==> config.mk <==
export PLATFORM = sky130hd
export DESIGN_NAME = seven_seg_scanner_flat
export DESIGN_NICKNAME = d
export VERILOG_FILES = /design/src/rtl/seven_seg_scanner_pkg.sv /design/src/rtl/seven_seg_scanner_if.sv /design/src/rtl/seven_seg_scanner_scan_timer.sv /design/src/rtl/seven_seg_scanner.sv /design/src/flat_wrapper.sv
export SDC_FILE = /design/constraint.sdc
export NUM_CORES = 1
export LEC_CHECK = 0
export ABC_AREA = 1
export CORE_MARGIN = 5
export CORE_UTILIZATION = 30
export CTS_CLUSTER_SIZE = 24
export DETAILED_ROUTE_END_ITERATION = 10
export HOLD_SLACK_MARGIN = 0.06
export PLACE_DENSITY_LB_ADDON = 0.1
export SETUP_SLACK_MARGIN = 0.5
export SYNTH_ARGS = -nofsm -noshare
export SYNTH_HDL_FRONTEND = slang
export SYNTH_SLANG_ARGS = --single-unit
==> constraint.sdc <==
create_clock -name i_Clk -period 2.5 [get_ports i_Clk]
set_input_delay 0.25 -clock i_Clk [delete_from_list [all_inputs] [get_ports i_Clk]]
set_output_delay 0.25 -clock i_Clk [all_outputs]
set_load 0.05 [all_outputs]
==> src/rtl/seven_seg_scanner_pkg.sv <==
// Shared definitions for the multiplexed seven-segment scanner:
// scan states, nibble width and a counter-width helper.
package seven_seg_scanner_pkg;

  localparam int NIBBLE_W = 4;

  typedef enum logic {
    S_BLANK = 1'b0,
    S_SHOW  = 1'b1
  } state_t;

  // Bits needed to count 0..max(a,b)-1; never narrower than one bit.
  function automatic int cnt_width(input int a, input int b);
    int m;
    m = (a > b) ? a : b;
    return (m <= 2) ? 1 : $clog2(m);
  endfunction

endpackage

==> src/rtl/seven_seg_scanner_if.sv <==
// Host-side load bus of the scanner: value/DP/blank capture strobe plus
// the live leading-zero suppression enable.
interface seven_seg_scanner_if #(
  parameter int NUM_DIGITS = 4
);
  import seven_seg_scanner_pkg::*;

  logic                           i_Load;
  logic [NIBBLE_W*NUM_DIGITS-1:0] i_Value;
  logic [NUM_DIGITS-1:0]          i_DP;
  logic [NUM_DIGITS-1:0]          i_Blank;
  logic                           i_LZ_En;

  modport master (
    output i_Load, i_Value, i_DP, i_Blank, i_LZ_En
  );

  modport slave (
    input i_Load, i_Value, i_DP, i_Blank, i_LZ_En
  );

endinterface

==> src/rtl/seven_seg_scanner_scan_timer.sv <==
// Slot timer: counts the cycles of the current phase (blank or show) and
// flags the last cycle of that phase. The count restarts at every phase
// change, so it never runs past the longer of the two phase lengths.
module scan_timer
  import seven_seg_scanner_pkg::*;
#(
  parameter int CLKS_PER_DIGIT = 25000,
  parameter int BLANK_CLKS     = 250
) (
  input  logic i_Clk,
  input  logic i_Rst_L,
  input  logic i_Show,
  output logic o_Tc
);

  localparam int CNT_W = cnt_width(CLKS_PER_DIGIT, BLANK_CLKS);
  localparam logic [CNT_W-1:0] SHOW_LAST  = CNT_W'(CLKS_PER_DIGIT - 1);
  localparam logic [CNT_W-1:0] BLANK_LAST = CNT_W'(BLANK_CLKS - 1);

  logic [CNT_W-1:0] r_count;
  logic [CNT_W-1:0] w_last;

  assign w_last = i_Show ? SHOW_LAST : BLANK_LAST;
  assign o_Tc   = (r_count == w_last);

  // Count up within a phase, reload to zero on its last cycle.
  always_ff @(posedge i_Clk or negedge i_Rst_L) begin
    if (!i_Rst_L) begin
      r_count <= '0;
    end else if (o_Tc) begin
      r_count <= '0;
    end else begin
      r_count <= r_count + 1'b1;
    end
  end

endmodule

==> src/rtl/seven_seg_scanner.sv <==
// Multiplexed seven-segment scanner. Each digit slot is a blank gap with
// all anodes off followed by a show window with one anode on. The digit
// nibble is presented for the whole slot so a registered decoder has
// settled before its anode lights. New display data is double-buffered
// and only committed at frame boundaries.
module seven_seg_scanner
  import seven_seg_scanner_pkg::*;
#(
  parameter int NUM_DIGITS     = 4,
  parameter int CLKS_PER_DIGIT = 25000,
  parameter int BLANK_CLKS     = 250
) (
  input  logic                  i_Clk,
  input  logic                  i_Rst_L,
  seven_seg_scanner_if.slave    i_Host,
  output logic [NIBBLE_W-1:0]   o_Binary_Num,
  output logic                  o_Seg_EN,
  output logic                  o_DP,
  output logic [NUM_DIGITS-1:0] o_Anode_L,
  output logic                  o_Frame_Done
);

  localparam int VAL_W = NIBBLE_W * NUM_DIGITS;
  localparam int IDX_W = $clog2(NUM_DIGITS);
  localparam logic [IDX_W-1:0] LAST_IDX = IDX_W'(NUM_DIGITS - 1);

  // Scan state
  state_t                r_state;
  logic [IDX_W-1:0]      r_index;

  // Active (displayed) and pending (next frame) copies of the host data
  logic [VAL_W-1:0]      r_act_value;
  logic [NUM_DIGITS-1:0] r_act_dp;
  logic [NUM_DIGITS-1:0] r_act_blank;
  logic [VAL_W-1:0]      r_pend_value;
  logic [NUM_DIGITS-1:0] r_pend_dp;
  logic [NUM_DIGITS-1:0] r_pend_blank;
  logic                  r_pend_flag;

  // Registered outputs
  logic [NUM_DIGITS-1:0] r_anode_l;
  logic [NIBBLE_W-1:0]   r_bin;
  logic                  r_seg_en;
  logic                  r_dp;
  logic                  r_frame_done;

  // Next-state view, used so the registered outputs line up with the state
  state_t                w_state_next;
  logic [IDX_W-1:0]      w_index_next;
  logic [VAL_W-1:0]      w_act_value_next;
  logic [NUM_DIGITS-1:0] w_act_dp_next;
  logic [NUM_DIGITS-1:0] w_act_blank_next;
  logic                  w_tc;
  logic                  w_boundary;
  logic [NUM_DIGITS-1:0] w_nib_zero;
  logic                  w_upper_zero;
  logic                  w_suppress;
  logic                  w_show_next;
  logic [NUM_DIGITS-1:0] w_sel_l;
  logic [NIBBLE_W-1:0]   w_bin_next;

  scan_timer #(
    .CLKS_PER_DIGIT(CLKS_PER_DIGIT),
    .BLANK_CLKS    (BLANK_CLKS)
  ) u_timer (
    .i_Clk  (i_Clk),
    .i_Rst_L(i_Rst_L),
    .i_Show (r_state == S_SHOW),
    .o_Tc   (w_tc)
  );

  assign w_boundary = (r_state == S_SHOW) && w_tc && (r_index == LAST_IDX);

  // Next phase, digit index and active data (committed only at a boundary).
  always_comb begin
    w_state_next     = r_state;
    w_index_next     = r_index;
    w_act_value_next = r_act_value;
    w_act_dp_next    = r_act_dp;
    w_act_blank_next = r_act_blank;
    if (w_tc) begin
      if (r_state == S_BLANK) begin
        w_state_next = S_SHOW;
      end else begin
        w_state_next = S_BLANK;
        w_index_next = (r_index == LAST_IDX) ? '0 : r_index + 1'b1;
      end
    end
    if (w_boundary && r_pend_flag) begin
      w_act_value_next = r_pend_value;
      w_act_dp_next    = r_pend_dp;
      w_act_blank_next = r_pend_blank;
    end
  end

  generate
    for (genvar gi = 0; gi < NUM_DIGITS; gi++) begin : g_nib_zero
      assign w_nib_zero[gi] = (w_act_value_next[gi*NIBBLE_W +: NIBBLE_W] == '0);
    end
  endgenerate

  // A digit is a leading zero when it and every higher digit are zero.
  always_comb begin
    w_upper_zero = 1'b1;
    for (int k = 0; k < NUM_DIGITS; k++) begin
      if (k >= int'(w_index_next) && !w_nib_zero[k]) begin
        w_upper_zero = 1'b0;
      end
    end
  end

  assign w_suppress  = w_act_blank_next[w_index_next] ||
                       (i_Host.i_LZ_En && (w_index_next != '0) && w_upper_zero);
  assign w_show_next = (w_state_next == S_SHOW);
  assign w_bin_next  = w_act_value_next[int'(w_index_next)*NIBBLE_W +: NIBBLE_W];

  generate
    for (genvar gi = 0; gi < NUM_DIGITS; gi++) begin : g_anode
      assign w_sel_l[gi] = ~(w_show_next && (w_index_next == IDX_W'(gi)) && !w_suppress);
    end
  endgenerate

  // Scan FSM with registered display outputs.
  always_ff @(posedge i_Clk or negedge i_Rst_L) begin
    if (!i_Rst_L) begin
      r_state      <= S_BLANK;
      r_index      <= '0;
      r_act_value  <= '0;
      r_act_dp     <= '0;
      r_act_blank  <= '0;
      r_anode_l    <= '1;
      r_bin        <= '0;
      r_seg_en     <= 1'b0;
      r_dp         <= 1'b0;
      r_frame_done <= 1'b0;
    end else begin
      r_state      <= w_state_next;
      r_index      <= w_index_next;
      r_act_value  <= w_act_value_next;
      r_act_dp     <= w_act_dp_next;
      r_act_blank  <= w_act_blank_next;
      r_anode_l    <= w_sel_l;
      r_bin        <= w_bin_next;
      r_seg_en     <= w_show_next;
      // DP trails the nibble by one cycle to match the decoder latency.
      r_dp         <= r_act_dp[r_index];
      r_frame_done <= w_boundary;
    end
  end

  // Pending buffer: latest load wins; a load on the boundary cycle stays pending.
  always_ff @(posedge i_Clk or negedge i_Rst_L) begin
    if (!i_Rst_L) begin
      r_pend_value <= '0;
      r_pend_dp    <= '0;
      r_pend_blank <= '0;
      r_pend_flag  <= 1'b0;
    end else if (i_Host.i_Load) begin
      r_pend_value <= i_Host.i_Value;
      r_pend_dp    <= i_Host.i_DP;
      r_pend_blank <= i_Host.i_Blank;
      r_pend_flag  <= 1'b1;
    end else if (w_boundary) begin
      r_pend_flag  <= 1'b0;
    end
  end

  assign o_Anode_L    = r_anode_l;
  assign o_Binary_Num = r_bin;
  assign o_Seg_EN     = r_seg_en;
  assign o_DP         = r_dp;
  assign o_Frame_Done = r_frame_done;

endmodule

==> src/flat_wrapper.sv <==
// flat-port wrapper written by rule: the top's interface ports become plain ports
module seven_seg_scanner_flat import seven_seg_scanner_pkg::*;
#(
  parameter int NUM_DIGITS     = 4,
  parameter int CLKS_PER_DIGIT = 25000,
  parameter int BLANK_CLKS     = 250
)
  (i_Clk, i_Rst_L, o_Binary_Num, o_Seg_EN, o_DP, o_Anode_L, o_Frame_Done, i_Host_i_Load, i_Host_i_Value, i_Host_i_DP, i_Host_i_Blank, i_Host_i_LZ_En);
  seven_seg_scanner_if #(.NUM_DIGITS(NUM_DIGITS)) i_Host_i ();
  input  logic i_Clk;
  input  logic i_Rst_L;
  output logic [NIBBLE_W-1:0] o_Binary_Num;
  output logic o_Seg_EN;
  output logic o_DP;
  output logic [NUM_DIGITS-1:0] o_Anode_L;
  output logic o_Frame_Done;
  input wire logic [$bits(i_Host_i.i_Load)-1:0] i_Host_i_Load;
  input wire logic [$bits(i_Host_i.i_Value)-1:0] i_Host_i_Value;
  input wire logic [$bits(i_Host_i.i_DP)-1:0] i_Host_i_DP;
  input wire logic [$bits(i_Host_i.i_Blank)-1:0] i_Host_i_Blank;
  input wire logic [$bits(i_Host_i.i_LZ_En)-1:0] i_Host_i_LZ_En;
  assign i_Host_i.i_Load = i_Host_i_Load;
  assign i_Host_i.i_Value = i_Host_i_Value;
  assign i_Host_i.i_DP = i_Host_i_DP;
  assign i_Host_i.i_Blank = i_Host_i_Blank;
  assign i_Host_i.i_LZ_En = i_Host_i_LZ_En;
  seven_seg_scanner #(.NUM_DIGITS(NUM_DIGITS), .CLKS_PER_DIGIT(CLKS_PER_DIGIT), .BLANK_CLKS(BLANK_CLKS)) u_core (.i_Clk(i_Clk), .i_Rst_L(i_Rst_L), .i_Host(i_Host_i), .o_Binary_Num(o_Binary_Num), .o_Seg_EN(o_Seg_EN), .o_DP(o_DP), .o_Anode_L(o_Anode_L), .o_Frame_Done(o_Frame_Done));
endmodule
# After elaboration in Yosys (flattened, before gate mapping)
# Index checks and enable logic that the tools add are counted.
[classes] n_addsub=2 order_cmp=5 eq_ne=5 shift=1 muxes=19 n_bitwise=4 n_reduce_logical=28
[op_table] operator="15-bit 2-to-1 mux" n=2
[op_table] operator="1-bit logical AND" n=16
[op_table] operator="4-bit logical NOT" n=4
[op_table] operator="16-bit 2-to-1 mux" n=1
[op_table] operator="16-bit by 5-bit indexed part select with 4-bit output" n=1
[op_table] operator="15-bit by 1-bit adder with 15-bit output, second input constant" n=1
[op_table] operator="15-bit == test" n=1
[op_table] operator="1-bit 2-to-1 mux" n=10
[op_table] operator="2-bit == test, second input constant" n=3
[op_table] operator="2-bit by 3-bit less-than comparator with 1-bit output, second input constant" n=2
[op_table] operator="2-bit 2-to-1 mux" n=3
[op_table] operator="1-bit binary-select mux with 2-bit select" n=2
[op_table] operator="1-bit by 2-bit greater-or-equal comparator with 1-bit output, first input constant" n=2
[op_table] operator="1-bit logical NOT" n=4
[op_table] operator="4-bit 2-to-1 mux" n=1
[op_table] operator="1-bit NOT" n=4
[op_table] operator="2-bit nonzero test" n=2
[op_table] operator="2-bit by 1-bit adder with 2-bit output, second input constant" n=1
[op_table] operator="2-bit by 1-bit == test with 1-bit output, second input constant" n=1
[op_table] operator="2-bit greater-or-equal comparator, first input constant" n=1
[op_table] operator="2-bit logical NOT" n=1
[op_table] operator="1-bit logical OR" n=1
[totals] ff_bits=77 in_bits=28 out_inout_bits=11 wordCells=78

# Logic depth before layout (Yosys ltp)
[depth] ltp_word=18 ltp_mapped=19

# Modules after synthesis
# Synthesis repeated with hierarchy kept, for this count alone.
[unflattened] hier_cells=395 area_unflattened_um2=3462.1
[by_module_without_submodules] mod="seven_seg_scanner" n_inst=1 cells_per_inst=275 area_per_inst_um2=2560.0 seq_area_each_um2=1556.5
[by_module_without_submodules] mod="scan_timer" n_inst=1 cells_per_inst=120 area_per_inst_um2=902.1 seq_area_each_um2=375.4

# Worst setup path before layout
# No wires, ideal clock.
[synth_path] kind="reg-to-reg" from="reg u_core.r_state" to="reg u_core.r_anode_l[1], in the netlist u_core.o_Anode_L[1]" setup_ns=0.064 arrival_time_ns=2.466 t_required_ns=2.436 slack_ns=-0.030 path_stages_with_launch=17 n_path_buf=1 period_less_slack_ns=2.530 cell_sequence="dfrtp_1 inv_1 nor2_1 nand3b_1 nand2_2 nand2_4 clkinv_1 ha_1 nand3_2 buf_2 nand2_1 o21ai_0 nor2_1 nand3b_1 nor2_1 nand3_2 nand3_1"
[synth_via] word_cells_on_any_way=39 cone_classes="order compare (3); eq/ne (2); mux (13); bitwise (1); reduce/logical (20)"
[synth_lines] item="start, declared" line="seven_seg_scanner.sv:28" source="state_t r_state;"
[synth_lines] item="start signal, assigned" line="seven_seg_scanner.sv:137" source="r_state <= w_state_next;"
[synth_lines] item="15-bit 2-to-1 mux" line="seven_seg_scanner_scan_timer.sv:23" source="assign w_last = i_Show ? SHOW_LAST : BLANK_LAST;"
[synth_lines] item="15-bit == test" line="seven_seg_scanner_scan_timer.sv:24" source="assign o_Tc = (r_count == w_last);"
[synth_lines] item="1-bit logical AND (*) (2 in a row)" line="seven_seg_scanner.sv:72" source="assign w_boundary = (r_state == S_SHOW) && w_tc && (r_index == LAST_IDX);"
[synth_lines] item="1-bit logical AND (*)" line="seven_seg_scanner.sv:89" source="if (w_boundary && r_pend_flag) begin"
[synth_lines] item="16-bit 2-to-1 mux (*)" line="seven_seg_scanner.sv:89"
[synth_lines] item="named net u_core.w_act_value_next[15]" line="seven_seg_scanner.sv:50" source="logic [VAL_W-1:0] w_act_value_next;"
[synth_lines] item="4-bit logical NOT (*)" line="seven_seg_scanner.sv:98" source="assign w_nib_zero[gi] = (w_act_value_next[gi*NIBBLE_W +: NIBBLE_W] == '0);"
[synth_lines] item="1-bit 2-to-1 mux (*)" line="seven_seg_scanner.sv:106" source="if (k >= int'(w_index_next) && !w_nib_zero[k]) begin"
[synth_lines] item="1-bit logical AND (*)" line="seven_seg_scanner.sv:113" source="(i_Host.i_LZ_En && (w_index_next != '0) && w_upper_zero);"
[synth_lines] item="1-bit logical OR (*)" line="seven_seg_scanner.sv:112" source="assign w_suppress = w_act_blank_next[w_index_next] ||"
[synth_lines] item="1-bit logical NOT (*)" line="seven_seg_scanner.sv:119" source="assign w_sel_l[gi] = ~(w_show_next && (w_index_next == IDX_W'(gi)) && !w_suppress);"
[synth_lines] item="1-bit logical AND (*)" line="seven_seg_scanner.sv:119"
[synth_lines] item="1-bit NOT (*)" line="seven_seg_scanner.sv:119"
[synth_lines] item="named net u_core.w_sel_l[1]" line="seven_seg_scanner.sv:59" source="logic [NUM_DIGITS-1:0] w_sel_l;"
[synth_lines] item="end signal, assigned" line="seven_seg_scanner.sv:142" source="r_anode_l <= w_sel_l;"
[synth_lines] item="end, declared" line="seven_seg_scanner.sv:41" source="logic [NUM_DIGITS-1:0] r_anode_l;"
# Mark *: on every way through the listed nets, which the timed path passes. The rest lies on a longest branch. The select of a mux whose other input is x is not followed.
# A chain may end at the register's enable or synchronous reset.

# Worst setup path in the final report
[layout_path] from="reg u_core.r_state" to="reg u_core.r_anode_l[3], in the netlist u_core.o_Anode_L[3]"
# The elaborated chain is that of the path after synthesis.

==> flow_metrics.py <==
metrics = {
    "status": {
        "status": "finished, final reports clean",
    },
    "floorplanning": {
        "die_h_um": 116,
        "die_width_um": 116,
        "ios": 39,
        "core_sq_um": 10900,
        "num_rows": 38,
        "dieArea_sq_um": 13500,
        "initial_utilization_pct": 30.8,
    },
    "global_route": {
        "grt-ovfl-total": 0,
        "grt_pass1_wl_um": 12600,
        "grt_max_degree": 44,
        "grt_use_total_pct": 12.3,
        "first_global_vias": 2596,
        "antenna_found_initial": 0,
    },
    "power_and_ir_drop": {
        "finalPower_w": 0.00276,
        "p_per_area_nw_per_um2": 602,
        "power.leakage_nw": 2.21,
        "irDropWorstVdd_v": 0.000414,
    },
    "timing": {
        "slew_viol_final": 0,
        "totalNegativeSetupSlack_ns": 0,
        "rsz0062_at_grt": "true",
        "max_slew_margin_pct": 63.6,
        "post-route-period-util_pct": 85.0,
        "finalSetupViolCount": 0,
        "fin_skew_ns": 0.00432,
        "timing.fmax_ghz": 0.470,
        "fin_crit_ns": 2.13,
        "whs_ns": 0.461,
        "tightestPinTransition_ns": 0.546,
        "finalHoldViolations": 0,
    },
    "setup_path": {
        "path_max_fanout": 8,
        "r2r_end": "u_core.o_Anode_L[3]",
        "required_ns": 2.77,
        "crit_start": "u_core.r_state",
        "worstPathArrival_ns": 2.40,
        "endpoint_kind": "flip-flop",
        "start_kind": "flip-flop",
        "worstSetupPathType": "flip-flop to flip-flop",
        "r2r_slack_ns": 0.37,
        "r2r_cells": 15,
        "worstReg2RegStart": "u_core.r_state",
    },
    "clocking": {
        "cts_tree": "yes",
        "htreeDepth": 3,
        "clkLatencyLatePin_ns": 0.33,
        "cts_root_buf": "clkbuf_16",
        "numCtsBuffers": 9,
        "path_clk_slew_ns": 0.06,
        "clockBufferDepth": 2,
        "clock-sinks": 77,
    },
    "synth": {
        "synth_top_area_share_pct": 54.2,
        "ys_warn_count": 0,
        "synth_area_sq_um": 3370,
        "ys_ff_latch": 77,
        "async_flop_share_pct": 100,
        "ys.flop_type": "dfrtp_1",
        "synthTopCellsByArea": "dfrtp_1, nand2_1, o21ai_0",
        "avgSynthCellArea_sq_um": 8.87,
        "synth.distinct_cells": 34,
        "syn_nets": 411,
        "seq_area_frac_synth_pct": 57.3,
        "yosysTopAreaCell": "dfrtp_1",
        "synth_edf_count": 0,
        "syn_inst": 380,
    },
    "place": {
        "gp_congestion": 0.787,
        "io_buffers": 38,
        "dp_hpwl_um": 5280,
    },
    "drt": {
        "vias_per_cell": 4.39,
        "post_drt_wl_per_cell_um": 12.8,
        "antenna_left": 0,
        "vias": 2593,
        "drc": 0,
        "dr.pass1.iters": 4,
        "routed_wl_um": 7560,
        "first_iter_violations": 76,
    },
    "final_layout": {
        "regArea_sq_um": 1940,
        "final_common_cell": "nand2_1",
        "diodes": 0,
        "nets": 477,
        "mostFrequentLayoutCells": "nand2_1, dfrtp_1, inv_1",
        "nFillCells": 1113,
        "layout-drive-gt1-share_pct": 23.1,
        "multi_input_area_sq_um": 1350,
        "syn_to_final_growth_pct": 36.0,
    },
    "flow_run": {
        "max_cap_violations": 0,
    },
    "worst_hold_path": {
        "hold_class": "input port to asynchronous set/reset pin",
    },
}
## cell families (layout without fill, tap and decap cells)
| logic type | after synthesis | count (layout) | share of synthesized area, % |
|---|---|---|---|
| adders and majority gates | 3 | 3 | 1.11 |
| buffers and inverters | 62 | 132 | 7.09 |
| AOI/OAI and AO/OA | 60 | 60 | 9.13 |
| muxes | 2 | 2 | 0.668 |
| DFF | 77 | 77 | 57.3 |
| and+or+nand+nor | 174 | 175 | 24.2 |
| xor gates and xnor gates | 2 | 2 | 0.520 |
## timing repair
| item | CTS | global route |
|---|---|---|
| buffers inserted | 6 | 7 |
| gates resized for setup | 18 | 25 |
| pin swaps | 8 | 14 |
| hold buffers | 1 | 0 |
| endpoints found under the hold margin | 37 | 0 |
| endpoints found under the setup margin | 9 | 9 |
| cloned | 1 | 1 |
## final cells by class
cell class / instances / area share (%)
inverter: 53 / 4.56
clock inverter: 1 / 0.655
clock buffer: 15 / 6.06
multi-input combinational: 242 / 29.3
tap: 140 / 3.82
timing repair buffer: 63 / 13.3
sequential: 77 / 42.2
## through the flow
step	area, sq um	setup WS (ns)	utilization (%)	cells
floorplan	3420	0.383	-	380
global placement	4000	0.195	36.6	559
detailed placement	4000	0.157	36.6	559
CTS	4420	0.337	40.4	583
global route	4590	0.214	41.9	591
finish	4590	0.374	41.9	591
## synth_stat cells (3+ instances only)
cell,n
nand3_2,4
o21ai_0,50
nand4_1,5
a21oi_1,4
nand2_1,101
inv_2,3
nor2_1,30
nand3b_1,3
ha_1,3
buf_2,3
clkbuf_1,4
nor2_4,3
nand2_2,4
nand3_1,8
dfstp_2,4
inv_1,48
dfrtp_1,73
nand2_4,5
nor3_1,5
## worst max path at each step
stage	end	slack [ns]	depth (start not counted)
2_1_floorplan	u_core.o_Anode_L[2]	0.38	15
3_3_place_gp	u_core.o_Anode_L[3]	0.20	15
3_5_place_dp	u_core.o_Anode_L[3]	0.16	15
4_1_cts	u_core.o_Anode_L[3]	0.34	15
5_1_grt	u_core.o_Anode_L[1]	0.21	18
6_report	u_core.o_Anode_L[3]	0.37	15
## worst max-delay path: stages (launching register included)
cell	delay (ns)
dfrtp_4	0.52
o21ai_1	0.13
nand2_1	0.09
nor2_4	0.12
nand2_4	0.07
clkinv_4	0.05
ha_4	0.16
nand3_4	0.14
buf_6	0.18
nand2_2	0.05
o21ai_2	0.07
nor2_1	0.10
nand3b_1	0.09
nor2_2	0.12
nand3_2	0.09
nand3_1	0.08
## power breakdown
group          switching (W)  total (W)  internal (W)  leakage [nW]
combinational      0.0000745   0.000134     0.0000594          1.06
clock               0.000479    0.00134      0.000856         0.150
sequential         0.0000101    0.00129       0.00128         0.995
## state kept, by name (all words and copies together), names as in the netlist
register                flops
u_core.r_act_blank          4
u_core.r_act_dp             4
u_core.o_Frame_Done         1
u_core.r_pend_value        16
u_core.o_DP                 1
u_core.r_index              2
u_core.o_Binary_Num         4
u_core.r_pend_blank         4
u_core.o_Anode_L            4
u_core.u_timer.r_count     15
u_core.r_act_value         16
u_core.r_pend_flag          1
u_core.r_state              1
u_core.r_pend_dp            4
## per-layer routing
metal / vias to the layer above / track usage [%] / part of all wire, %
met1: 1212 / 15.9 / 48
met3: 8 / 4.39 / 3.4
met4: 0 / 3.25 / 1.2
met5: - / 0 / 0
li1: 1331 / - / -
met2: 42 / 19.5 / 47
(Power assumes the default switching activity.)
